## config.mk

```make
export PLATFORM = sky130hd
export DESIGN_NAME = axi_rd_data_router
export DESIGN_NICKNAME = d
export VERILOG_FILES = /design/src/rtl/axi_rd_data_router.sv
export SDC_FILE = /design/constraint.sdc
export NUM_CORES = 1
export LEC_CHECK = 0
export CAP_MARGIN = 30
export CORE_MARGIN = 2
export CORE_UTILIZATION = 50
export DETAILED_ROUTE_END_ITERATION = 7
export PLACE_DENSITY = 0.84
export SYNTH_ARGS = -nofsm -noshare
export SYNTH_HDL_FRONTEND = slang
export SYNTH_SLANG_ARGS = --single-unit
```

## constraint.sdc

```tcl
create_clock -name clk -period 6.55 [get_ports clk]
set_clock_uncertainty 0.2 [all_clocks]
set_input_delay 1.31 -clock clk [delete_from_list [all_inputs] [get_ports clk]]
set_output_delay 1.31 -clock clk [all_outputs]
set_load 0.005 [all_outputs]
```

## src/rtl/axi_rd_data_router.sv

```systemverilog
// axi_rd_data_router
//
// Routes read-data beats from one shared AXI R channel to NUM_PORTS
// downstream loaders (CNN weight / feature / bias). The destination port is
// taken from the upper SEL_W bits of rid on the first beat of a burst. The
// router then stays locked to that port until the rlast beat. Every port has
// its own 1-deep output register slice, so a stalled port only blocks the
// upstream while the upstream is targeting it.
//
// Optional feature macro: AXI_RD_ROUTER_RESP_CNT_EN
//   When defined, adds resp_err_cnt. This is a 16-bit saturating count of
//   accepted beats whose rresp[1] is set (SLVERR/DECERR), and it includes
//   dropped beats.
//
// Ports
//   clk, rst_n            clock, asynchronous active-low reset
//   s_r*                  upstream R channel (valid/ready handshake)
//   m_rvalid/m_rready     per-port handshake, bit p = port p
//   m_rid..m_ruser        per-port payload, packed, port p at slice p
//   burst_active          port p currently owns the upstream
//   proto_err             sticky: rid changed mid-burst or select out of range
//   resp_err_cnt          (macro only) error-response beat counter
module axi_rd_data_router #(
    parameter int DATA_WIDTH   = 32,
    parameter int ID_MAX_WIDTH = 12,
    parameter int NUM_PORTS    = 4
) (
    input  logic                               clk,
    input  logic                               rst_n,
    input  logic                               s_rvalid,
    input  logic [ID_MAX_WIDTH-1:0]            s_rid,
    input  logic [DATA_WIDTH-1:0]              s_rdata,
    input  logic [1:0]                         s_rresp,
    input  logic                               s_rlast,
    input  logic                               s_ruser,
    output logic                               s_rready,
    output logic [NUM_PORTS-1:0]               m_rvalid,
    input  logic [NUM_PORTS-1:0]               m_rready,
    output logic [NUM_PORTS*ID_MAX_WIDTH-1:0]  m_rid,
    output logic [NUM_PORTS*DATA_WIDTH-1:0]    m_rdata,
    output logic [NUM_PORTS*2-1:0]             m_rresp,
    output logic [NUM_PORTS-1:0]               m_rlast,
    output logic [NUM_PORTS-1:0]               m_ruser,
    output logic [NUM_PORTS-1:0]               burst_active,
    output logic                               proto_err
`ifdef AXI_RD_ROUTER_RESP_CNT_EN
    ,
    output logic [15:0]                        resp_err_cnt
`endif
);

    localparam int SEL_W = $clog2(NUM_PORTS);

    typedef enum logic [1:0] {IDLE, STREAM, DROP} state_t;

    state_t                  state_q, state_d;
    logic [SEL_W-1:0]        sel, tgt, lock_port_q;
    logic [ID_MAX_WIDTH-1:0] lock_id_q;
    logic                    sel_ok, deliver, set_err, accept, tgt_free;
    logic [NUM_PORTS-1:0]    tgt_oh, slot_free, load;

    assign sel = s_rid[ID_MAX_WIDTH-1 -: SEL_W];
    // While streaming the rid is ignored for routing; only the locked port counts.
    assign tgt = (state_q == STREAM) ? lock_port_q : sel;

    always_comb begin
        sel_ok = 1'b0;
        tgt_oh = '0;
        for (int i = 0; i < NUM_PORTS; i++) begin
            if (sel == i[SEL_W-1:0]) sel_ok = 1'b1;
            if (tgt == i[SEL_W-1:0]) tgt_oh[i] = 1'b1;
        end
    end

    // A slice can take a new beat when empty or when draining this cycle.
    assign tgt_free = |(tgt_oh & slot_free);
    assign accept   = s_rvalid & s_rready;
    assign load     = tgt_oh & {NUM_PORTS{accept & deliver}};

    always_comb begin
        state_d  = state_q;
        s_rready = 1'b0;
        deliver  = 1'b0;
        set_err  = 1'b0;
        case (state_q)
            IDLE: begin
                if (s_rvalid) begin
                    if (sel_ok) begin
                        s_rready = tgt_free;
                        deliver  = 1'b1;
                    end else begin
                        s_rready = 1'b1;
                        set_err  = 1'b1;
                    end
                    if (s_rready && !s_rlast) state_d = sel_ok ? STREAM : DROP;
                end
            end
            STREAM: begin
                s_rready = tgt_free;
                deliver  = 1'b1;
                if (s_rvalid && s_rready) begin
                    if (s_rid != lock_id_q) set_err = 1'b1;
                    if (s_rlast) state_d = IDLE;
                end
            end
            DROP: begin
                s_rready = 1'b1;
                if (s_rvalid && s_rlast) state_d = IDLE;
            end
            default: state_d = IDLE;
        endcase
    end

    always_ff @(posedge clk or negedge rst_n) begin
        if (!rst_n) begin
            state_q     <= IDLE;
            lock_port_q <= '0;
            lock_id_q   <= '0;
            proto_err   <= 1'b0;
        end else begin
            state_q <= state_d;
            if (state_q == IDLE && accept && sel_ok) begin
                lock_port_q <= sel;
                lock_id_q   <= s_rid;
            end
            if (set_err) proto_err <= 1'b1;
        end
    end

    // ---- stage p1: per-port output slices ----
    for (genvar p = 0; p < NUM_PORTS; p++) begin : g_slice
        localparam logic [SEL_W-1:0] PIDX = SEL_W'(p);

        logic                    vld_p1;
        logic [ID_MAX_WIDTH-1:0] id_p1;
        logic [DATA_WIDTH-1:0]   data_p1;
        logic [1:0]              resp_p1;
        logic                    last_p1;
        logic                    user_p1;

        always_ff @(posedge clk or negedge rst_n) begin
            if (!rst_n) begin
                vld_p1  <= 1'b0;
                id_p1   <= '0;
                data_p1 <= '0;
                resp_p1 <= '0;
                last_p1 <= 1'b0;
                user_p1 <= 1'b0;
            end else if (load[p]) begin
                vld_p1  <= 1'b1;
                id_p1   <= s_rid;
                data_p1 <= s_rdata;
                resp_p1 <= s_rresp;
                last_p1 <= s_rlast;
                user_p1 <= s_ruser;
            end else if (m_rready[p]) begin
                vld_p1 <= 1'b0;
            end
        end

        assign slot_free[p]                              = !vld_p1 || m_rready[p];
        assign m_rvalid[p]                               = vld_p1;
        assign m_rid[p*ID_MAX_WIDTH +: ID_MAX_WIDTH]     = id_p1;
        assign m_rdata[p*DATA_WIDTH +: DATA_WIDTH]       = data_p1;
        assign m_rresp[p*2 +: 2]                         = resp_p1;
        assign m_rlast[p]                                = last_p1;
        assign m_ruser[p]                                = user_p1;
        assign burst_active[p] = (state_q == STREAM && lock_port_q == PIDX) ||
                                 (vld_p1 && !last_p1);
    end

`ifdef AXI_RD_ROUTER_RESP_CNT_EN
    always_ff @(posedge clk or negedge rst_n) begin
        if (!rst_n)
            resp_err_cnt <= '0;
        else if (accept && s_rresp[1] && resp_err_cnt != 16'hFFFF)
            resp_err_cnt <= resp_err_cnt + 16'd1;
    end
`endif

endmodule

```

==> impl_metrics.csv <==
group,metric,value,unit
timing,slew_headroom,45.4,%
setup_path,cp_slowest_stage_delay,0.65,ns
place,place_area,11000,um2
cells_and_area,utilization,71.2,%
logic_synthesis,netlist_area,8350,um2
timing,worst_slack,1.61,ns
timing,final.setup.tns,0,ns
floorplan,placementRows,47,
drt,num_vias,5283,
logic_synthesis,synthFlopType,"dfrtp_1",
cells_and_area,final_common_cell,"clkdlybuf4s50_1",
run,maxCapViolCount,0,
pwr,power_density,535,nW/um2
grt,grt_max_degree,102,
floorplan,die_h,133,um
grt,grt_pass1_vias,5856,
cts,h-tree-depth,1,
cts,cts.sinks,211,
floorplan,dieArea,17800,um2
cells_and_area,synthToLayoutAreaGrowth,40.3,%
cells_and_area,n_antenna_cell,0,
cells_and_area,final_area,11700,um2
setup_path,critPathLaunchType,"input pin",
cells_and_area,drive_gt1_share,30.9,%
drt,routed_via_density,5.25,
logic_synthesis,yosysWarnings,0,
timing,finalSetupViolCount,0,
cts,cts_hold_buffers,0,
cts,path_clk_slew,0.06,ns
setup_path,arrival,3.43,ns
outcome,status,"finished, final reports clean",
drt,wirelength,20800,um
logic_synthesis,ys_types,28,
place,dpl.cell_count,971,
timing,tightest_slew,0.818,ns
logic_synthesis,syn_avg_cell_area,15.9,um2
drt,drcViolationCount,0,
setup_path,cp_top_family,"buffers and inverters",
logic_synthesis,synth_nets,581,
setup_path,crit_required,5.04,ns
floorplan,die_x,133,um
setup_path,reg2reg_from,"state_q[0]",
timing,fin_crit_sh,75.5,%
grt,gr-usage-all-layers,23.6,%
timing,min_period,4.94,ns
timing,hold_viol,0,
pwr,ir_drop,0.310,mV
cells_and_area,finalNonFillerCells,1007,
floorplan,core_area,16500,um2
floorplan,start_util,50.7,%
place,port_buffers,256,
logic_synthesis,synth_cells,526,
logic_synthesis,synth_edf_count,0,
timing,rsz0062_at_grt,"no",
drt,first_pass_iters,4,
setup_path,critical_path_buf_inv_count,2,
worst_hold_path,min_path_type,"reg -> reg",
cts,clock_latency,0.49,ns
pwr,p_total,6.27,mW
place,place_congestion,0.917,
cts,cts_tree,"yes",
setup_path,worst-setup-path-type,"in -> out",
timing,hold_slack,0.291,ns
drt,wl_per_cell,20.6,um
cells_and_area,final_nets,830,
logic_synthesis,ys_seq_area_share,63.2,%
cts,cts-root-buf,"clkbuf_16",
place,pre_cts_ws,1.61,ns
cells_and_area,nFillCells,1084,
worst_hold_path,min_from,"g_slice[2].id_p1[4]",
setup_path,path_cells,"clkdlybuf4s50_1, mux2i_1, mux2i_1, nand2_1, a32o_1, clkdlybuf4s50_1",
drt,drt_iter0_drc,195,
grt,antenna_found_initial,0,
cts,cts_made_buffers,22,
setup_path,crit_start,"s_rid[11]",
cells_and_area,layout_common_cells,"255 x clkdlybuf4s50_1, 211 x dfrtp_1, 187 x mux2_2",
timing,fmax,202,MHz
setup_path,crit_path_max_fanout,9,
drt,ant_nets,0,
setup_path,cp_slowest_cell,"clkdlybuf4s50_1",
grt,grt_pass1_wl,33000,um
logic_synthesis,ys_ff_latch,211,
floorplan,io_pins,257,
pwr,leakage,5.01,nW
cts,post_cts_resized,0,
timing,slew_viol_final,0,
cts,cts_setup_buffers,0,
logic_synthesis,synth-async-reset-ratio,100,%
cts,cts_buffer_depth,3,
place,hpwl,14100,um
setup_path,end_kind,"output port",
grt,grt_overflow,0,
## worst paths after layout
kind / slack [ns] / endpoint / depth (start not counted)
max reg2reg: 3.11 / g_slice[0].id_p1[3] / 5
min reg2reg: 0.29 / g_slice[2].id_p1[4] / 1
min in group asynchronous: 0.70 / g_slice[2].resp_p1[0] / 1
max in group asynchronous: 4.22 / g_slice[0].id_p1[11] / 2
max: 1.61 / s_rready / 6
min: 0.29 / g_slice[2].id_p1[4] / 1
## power breakdown
| group | total, mW | switching (mW) | internal (mW) |
|---|---|---|---|
| Clock | 1.23 | 0.482 | 0.752 |
| Combinational | 2.67 | 0.889 | 1.78 |
| Sequential | 2.36 | 0.391 | 1.97 |
| Total | 6.27 | 1.76 | 4.50 |
## cell type report
class / count / area (um2) / share of cell area [%]
clock buffer: 33 / 683 / 5.83
clock inverter: 3 / 40.0 / 0.342
inverter: 4 / 15.0 / 0.128
multi-input combinational: 273 / 2810 / 24.0
sequential: 211 / 5280 / 45.0
tap: 220 / 275 / 2.35
timing repair buffer: 263 / 2620 / 22.3
## flip-flops by register name (all words and copies together), names as in the netlist
signal           flops
g_slice.resp_p1      8
state_q              2
lock_id_q           10
g_slice.data_p1    128
proto_err            1
g_slice.user_p1      4
g_slice.vld_p1       4
g_slice.id_p1       48
g_slice.last_p1      4
lock_port_q          2
## metal layers
layer	GRT usage, %	vias up	wire, um
met5	0	-	0
met4	6.44	0	407
met3	6.89	37	1670
met2	40.9	205	10500
met1	28.9	2705	8190
li1	-	2336	-
## synthesized netlist by cell type (all sizes together) (3+ instances only)
cell	number	share of area, %
buf	36	3.0
dfrtp	211	63
inv	4	0.18
mux2	205	28
mux2i	7	0.99
nand2	13	0.58
nand2b	6	0.45
nand3	5	0.48
nor2	8	0.36
nor4	3	0.22
o21ai	4	0.24
xor2	12	1.3
## worst register-to-register path: stages (launching register included)
cell and delay [ns]:
dfrtp_1 0.44, nor2b_1 0.65, mux2i_4 0.50, nand3_2 0.59, buf_4 0.56, mux2_4 0.38
## logic make-up after synthesis
family                    count (synthesis)  synth area share [%]
AOI/OAI and AO/OA                        11                 0.898
xor gates and xnor gates                 12                  1.26
buffers and inverters                    42                  3.25
DFF                                     211                  63.2
muxes                                   212                  29.0
and+or+nand+nor                          38                  2.37
No activity file was read; power rests on OpenSTA's default activity.
